`src/rtl/int_vector_responder_if.sv`:
```
// Interrupt-vector memory port: emem_* request channel plus dp_* read data phase.
interface int_vector_responder_if #(
  parameter int ADDRW = 32,
  parameter int DATAW = 32,
  parameter int SIZEW = 8
);
  logic             emem_valid;
  logic             emem_ready;
  logic [ADDRW-1:0] emem_address;
  logic             emem_wr_en;
  logic [DATAW-1:0] emem_wr_data;
  logic [SIZEW-1:0] emem_wr_size;
  logic             emem_dp_valid;
  logic             emem_dp_ready;
  logic [DATAW-1:0] emem_dp_read_data;

  modport master (
    output emem_valid, emem_address, emem_wr_en, emem_wr_data, emem_wr_size, emem_dp_ready,
    input  emem_ready, emem_dp_valid, emem_dp_read_data
  );

  modport slave (
    input  emem_valid, emem_address, emem_wr_en, emem_wr_data, emem_wr_size, emem_dp_ready,
    output emem_ready, emem_dp_valid, emem_dp_read_data
  );
endinterface

```
`src/rtl/int_vector_responder.sv`:
```
// Interrupt-vector table responder: answers emem reads after LATENCY cycles.
// Define INT_VECTOR_WRITE_EN to make the table writable with byte/halfword/word lanes.
module int_vector_responder #(
  parameter int              ADDRW          = 32,
  parameter int              DATAW          = 32,
  parameter int              SIZEW          = 8,
  parameter int              ENTRIES        = 16,
  parameter int              LATENCY        = 2,
  parameter logic [31:0]     VEC_BASE       = 32'h0000_0400,
  parameter logic [31:0]     VEC_STRIDE     = 32'h0000_0040,
  parameter logic [DATAW-1:0] DEFAULT_VECTOR = 32'h0000_0040
) (
  input  logic                  clk,
  input  logic                  reset,
  int_vector_responder_if.slave emem
);
  localparam int IDXW = $clog2(ENTRIES);

  typedef enum logic [1:0] {S_IDLE, S_WAIT, S_RESP} state_t;

  state_t            r_state, w_next;
  logic [3:0]        r_cnt;
  logic [DATAW-1:0]  r_data;
  logic [IDXW-1:0]   w_idx;
  logic              w_in_range;
  logic              w_acc;
  logic              w_rd_acc;
  logic [DATAW-1:0]  w_entry;

  function automatic logic [DATAW-1:0] f_init(input int i);
    return DATAW'(VEC_BASE + VEC_STRIDE * 32'(i));
  endfunction

  assign w_idx      = emem.emem_address[IDXW+1:2];
  assign w_in_range = (emem.emem_address[ADDRW-1:IDXW+2] == '0);
  assign w_acc      = (r_state == S_IDLE) && emem.emem_valid;
  assign w_rd_acc   = w_acc && !emem.emem_wr_en;

`ifdef INT_VECTOR_WRITE_EN
  logic [ENTRIES-1:0][DATAW-1:0] r_table;
  logic [DATAW/8-1:0]            w_be;

  // Unsupported sizes leave every lane disabled, so the write is silently dropped.
  always_comb begin
    w_be = '0;
    case (emem.emem_wr_size)
      SIZEW'(1): w_be[emem.emem_address[1:0]] = 1'b1;
      SIZEW'(2): w_be[{emem.emem_address[1], 1'b0} +: 2] = 2'b11;
      SIZEW'(4): w_be = '1;
      default:   w_be = '0;
    endcase
  end

  always_ff @(posedge clk or negedge reset) begin
    if (!reset) begin
      for (int i = 0; i < ENTRIES; i++) r_table[i] <= f_init(i);
    end else if (w_acc && emem.emem_wr_en && w_in_range) begin
      for (int b = 0; b < DATAW/8; b++)
        if (w_be[b]) r_table[w_idx][b*8 +: 8] <= emem.emem_wr_data[b*8 +: 8];
    end
  end

  assign w_entry = r_table[w_idx];
`else
  // Read-only table: write-side inputs are accepted and ignored.
  logic w_unused;
  assign w_unused = ^{emem.emem_wr_data, emem.emem_wr_size, emem.emem_address[1:0]};
  assign w_entry  = f_init(int'(w_idx));
`endif

  always_comb begin
    w_next = r_state;
    case (r_state)
      S_IDLE:  if (w_rd_acc) w_next = S_WAIT;
      S_WAIT:  if (r_cnt == '0) w_next = S_RESP;
      S_RESP:  if (emem.emem_dp_ready) w_next = S_IDLE;
      default: w_next = S_IDLE;
    endcase
  end

  // Read data is latched at acceptance so the response cannot change while in flight.
  always_ff @(posedge clk or negedge reset) begin
    if (!reset) begin
      r_state <= S_IDLE;
      r_cnt   <= '0;
      r_data  <= '0;
    end else begin
      r_state <= w_next;
      if (w_rd_acc) begin
        r_cnt  <= 4'(LATENCY - 1);
        r_data <= w_in_range ? w_entry : DEFAULT_VECTOR;
      end else if (r_state == S_WAIT && r_cnt != '0) begin
        r_cnt <= r_cnt - 4'd1;
      end
    end
  end

  assign emem.emem_ready        = (r_state == S_IDLE);
  assign emem.emem_dp_valid     = (r_state == S_RESP);
  assign emem.emem_dp_read_data = r_data;
endmodule

```
`src/flat_wrapper.sv`:
```
// flat-port wrapper written by rule: the top's interface ports become plain ports
module int_vector_responder_flat 
#(
  parameter int              ADDRW          = 32,
  parameter int              DATAW          = 32,
  parameter int              SIZEW          = 8,
  parameter int              ENTRIES        = 16,
  parameter int              LATENCY        = 2,
  parameter logic [31:0]     VEC_BASE       = 32'h0000_0400,
  parameter logic [31:0]     VEC_STRIDE     = 32'h0000_0040,
  parameter logic [DATAW-1:0] DEFAULT_VECTOR = 32'h0000_0040
)
  (clk, reset, emem_emem_valid, emem_emem_address, emem_emem_wr_en, emem_emem_wr_data, emem_emem_wr_size, emem_emem_dp_ready, emem_emem_ready, emem_emem_dp_valid, emem_emem_dp_read_data);
  int_vector_responder_if #(.ADDRW(ADDRW), .DATAW(DATAW), .SIZEW(SIZEW)) emem_i ();
  input  logic clk;
  input  logic reset;
  input wire logic [$bits(emem_i.emem_valid)-1:0] emem_emem_valid;
  input wire logic [$bits(emem_i.emem_address)-1:0] emem_emem_address;
  input wire logic [$bits(emem_i.emem_wr_en)-1:0] emem_emem_wr_en;
  input wire logic [$bits(emem_i.emem_wr_data)-1:0] emem_emem_wr_data;
  input wire logic [$bits(emem_i.emem_wr_size)-1:0] emem_emem_wr_size;
  input wire logic [$bits(emem_i.emem_dp_ready)-1:0] emem_emem_dp_ready;
  output wire logic [$bits(emem_i.emem_ready)-1:0] emem_emem_ready;
  output wire logic [$bits(emem_i.emem_dp_valid)-1:0] emem_emem_dp_valid;
  output wire logic [$bits(emem_i.emem_dp_read_data)-1:0] emem_emem_dp_read_data;
  assign emem_i.emem_valid = emem_emem_valid;
  assign emem_i.emem_address = emem_emem_address;
  assign emem_i.emem_wr_en = emem_emem_wr_en;
  assign emem_i.emem_wr_data = emem_emem_wr_data;
  assign emem_i.emem_wr_size = emem_emem_wr_size;
  assign emem_i.emem_dp_ready = emem_emem_dp_ready;
  assign emem_emem_ready = emem_i.emem_ready;
  assign emem_emem_dp_valid = emem_i.emem_dp_valid;
  assign emem_emem_dp_read_data = emem_i.emem_dp_read_data;
  int_vector_responder #(.ADDRW(ADDRW), .DATAW(DATAW), .SIZEW(SIZEW), .ENTRIES(ENTRIES), .LATENCY(LATENCY), .VEC_BASE(VEC_BASE), .VEC_STRIDE(VEC_STRIDE), .DEFAULT_VECTOR(DEFAULT_VECTOR)) u_core (.clk(clk), .reset(reset), .emem(emem_i));
endmodule
```
`config.mk`:
```
export PLATFORM = sky130hd
export DESIGN_NAME = int_vector_responder_flat
export DESIGN_NICKNAME = d
export VERILOG_FILES = /design/src/rtl/int_vector_responder_if.sv /design/src/rtl/int_vector_responder.sv /design/src/flat_wrapper.sv
export SDC_FILE = /design/constraint.sdc
export NUM_CORES = 1
export LEC_CHECK = 0
export ABC_AREA = 1
export CAP_MARGIN = 20
export CORE_MARGIN = 2
export CORE_UTILIZATION = 27
export CTS_BUF_LIST = sky130_fd_sc_hd__clkbuf_2 sky130_fd_sc_hd__clkbuf_4 sky130_fd_sc_hd__clkbuf_8
export CTS_CLUSTER_DIAMETER = 40
export DETAILED_ROUTE_END_ITERATION = 16
export PLACE_DENSITY = 0.95
export REMOVE_ABC_BUFFERS = 1
export SYNTH_ARGS = -nofsm -noshare
export SYNTH_HDL_FRONTEND = slang
export SYNTH_SLANG_ARGS = --single-unit
```
`constraint.sdc`:
```
create_clock -name clk -period 2.4 [get_ports clk]
set_clock_uncertainty 0.1 [all_clocks]
set_input_delay 0.36 -clock clk [delete_from_list [all_inputs] [get_ports clk]]
set_output_delay 0.36 -clock clk [all_outputs]
set_load 0.02 [all_outputs]
```
==> results.cfg <==
[global_routing]
grt_antenna_before_repair = 0
total_grt_overflow = 0
maximum_number_of_pins_on_one_net_before_global_route_repair = 12
global_route.usage.total = 0.0981
grt_pass1_wl_um = 2590
grt_pass1_vias = 667

[die]
top_level_port_count = 111
initial_core_util = 0.279
die_height_um = 59.4
dieWidth_um = 59.4
core.rowCount = 20
design.die.area_um2 = 3530
design.core.area_um2 = 2980

[route]
detail_route.iter0.violations = 6
routedWlPerCell_um = 8.22
drt_pre_antenna_iters = 4
routed_wl_um = 1540
route.detailed.vias_per_inst = 3.89
routed-via-count = 728
drc_errors = 0
drtAntennaViolNets = 0

[cells_and_area]
area_growth_pct = 45.4
final-instance-count-excl-fill = 187
antenna_cells_inserted = 0
finish.instance_area_um2 = 1210
layout.cells.most_common = clkdlybuf4s50_1
mostFrequentLayoutCells = clkdlybuf4s50_1, conb_1, nand2_1, nor2_1, dfrtp_1
layout-drive-gt1-share = 0.0844
fin_nets = 234

[setup_path]
critPathTopFamily = buffers and inverters
worst_path_most_repeated_cell = inv_1
critical-path-slowest-cell = clkdlybuf4s50_1
crit_path_launch_type = flop
data_arrival_critical_path_ns = 1.49
endpoint_kind_of_the_worst_setup_timing_path = primary output
path_class = reg2out
cp_cell_sequence = inv_1 > nand2_1 > inv_1 > clkdlybuf4s50_1
worstPathMaxFanout = 2
critical_path_required_ns = 1.94
cpPeakStageDelay_ns = 0.59
cp.buffers_inverters = 3

[clocking]
cts_tree = done
post_cts_resize_count = 0
htreeDepth = 1
cts_hold_buf = 0
cts_max_path_buffers = 2
tritoncts_num_sinks = 11
cts.reportedPaths.clkPinSlew_ns = 0.07
worst_skew_pair.late_latency_ns = 0.27
tritoncts.num_buffers = 3
cts.root.buffer_cell = clkbuf_4
post-cts-setup-buffers = 0

[synth]
yosys-mux-area-fraction = 0
synth_compound_gate_area_share = 0.0573
post_synth_and_or_nand_nor_area_fraction = 0.287
postSynthRegisterBits = 11
seq_area_frac_synth = 0.332
syn-mean-instance-area_um2 = 7.54
synth_xor_area_frac = 0
synth_adder_area_share = 0.0302
combinational_family_with_the_most_area_after_synthesis = buffers and inverters
synthCells = 110
synth_cell_types = 18
synth_warnings = 0
netlist_area_um2 = 830

[sta]
drv_slew = 0
fin_setup_tns_ns = 0
timing.final.crit_period_ns = 1.95
report.final.setup_viol = 0
grt_setup_unrepaired = false
hold_slack_ns = 0.317
max_freq_ghz = 0.512
timing_hold_violations_final = 0
layout_worst_path_cycle_share = 0.814

[placed_design]
routabilityCongestion = 0.667
placed_cell_area_um2 = 1180
port-buffer-count = 41
post-dp-hpwl_um = 1350
placed_cells = 183

[power]
power.ir.vdd_worst_uv = 306
share_comb_of_total_power = 0.492
clkPwrFrac = 0.176
intPower_uw = 467
power_switching_uw = 314
switching_share_of_power = 0.402
power_density_nw_per_um2 = 647
power.static_leakage_nw = 0.577
sequentialPowerShare = 0.333

[status]
run_status = completed

[hold_path]
hold_path_class = in2async

[flow_run]
timing.max_cap.violations = 0
[worst reg2reg max path, stage by stage, from the launching register on]
cell	delay [ns]
dfrtp_1	0.36
inv_1	0.13
ha_1	0.17
nand3_1	0.14
nand2_2	0.12
nor2_1	0.05
o21ai_0	0.15
nor2_1	0.06
[through the flow]
| step | total power, mW | setup WS (ns) | util |
|---|---|---|---|
| 2_1_floorplan | 0.514 | 1.16 | - |
| 3_3_place_gp | 0.630 | 0.753 | 0.395 |
| 3_5_place_dp | 0.652 | 0.736 | 0.395 |
| 4_1_cts | 0.794 | 0.431 | 0.405 |
| 5_1_grt | 0.851 | 0.366 | 0.405 |
| 6_report | 0.781 | 0.446 | 0.405 |
[cell families (layout without fill, tap and decap cells)]
kind of cell    Yosys count  after routing
simple gates             50             50
buf+inv                  37             55
flops                    11             11
compound gates            9              9
fa+ha+maj                 2              2
other cells               1             27
[final timing paths]
path	from	depth (start not counted)	slack, ns	to
max in group asynchronous	reset	1	1.54	u_core.emem.emem_dp_read_data[8]
min in group clk	u_core.emem.emem_dp_read_data[7]	2	0.38	u_core.emem.emem_dp_read_data[7]
setup reg to reg	u_core.r_cnt[0]	7	1.01	u_core.r_cnt[3]
hold / removal	reset	1	0.32	u_core.r_cnt[2]
setup / recovery	u_core.r_state[0]	4	0.45	emem_emem_dp_valid
hold reg to reg	u_core.emem.emem_dp_read_data[7]	2	0.38	u_core.emem.emem_dp_read_data[7]
[cell type report]
cell class / count / area [µm²]
sequential: 11 / 275
timing repair buffer: 41 / 410
tap: 33 / 41.3
fill: 305 / 1770
clock buffer: 4 / 30.0
multi-input combinational: 88 / 412
inverter: 10 / 37.5
[Yosys cell counts, drive strengths merged]
library cell,instances,share of area
conb,1,0.0045
nor3,1,0.0060
inv,10,0.045
o22ai,2,0.015
nand3,3,0.018
nor2,23,0.14
buf,27,0.24
nand2,22,0.12
dfrtp,11,0.33
or2,1,0.0075
ha,2,0.030
o21ai,5,0.030
a21oi,2,0.012
[per-layer routing]
metal	up-vias	track usage	wire, µm
li1	371	-	-
met1	315	0.0871	544
met2	40	0.188	797
met3	2	0.0502	187
met4	0	0.0292	7
met5	-	0	0
[state kept, by name (all words and copies together), names as in the netlist]
name                           count
u_core.emem.emem_dp_read_data      5
u_core.r_cnt                       4
u_core.r_state                     2
[power groups by stage]
stage               clock (mW)  combinational, mW  sequential [mW]
detailed placement           0              0.387            0.264
finish                   0.137              0.384            0.260
global placement             0              0.370            0.260
CTS                      0.145              0.389            0.260
global route             0.150              0.437            0.264
floorplan                    0              0.255            0.259
No activity file was read; power rests on OpenSTA's default activity.
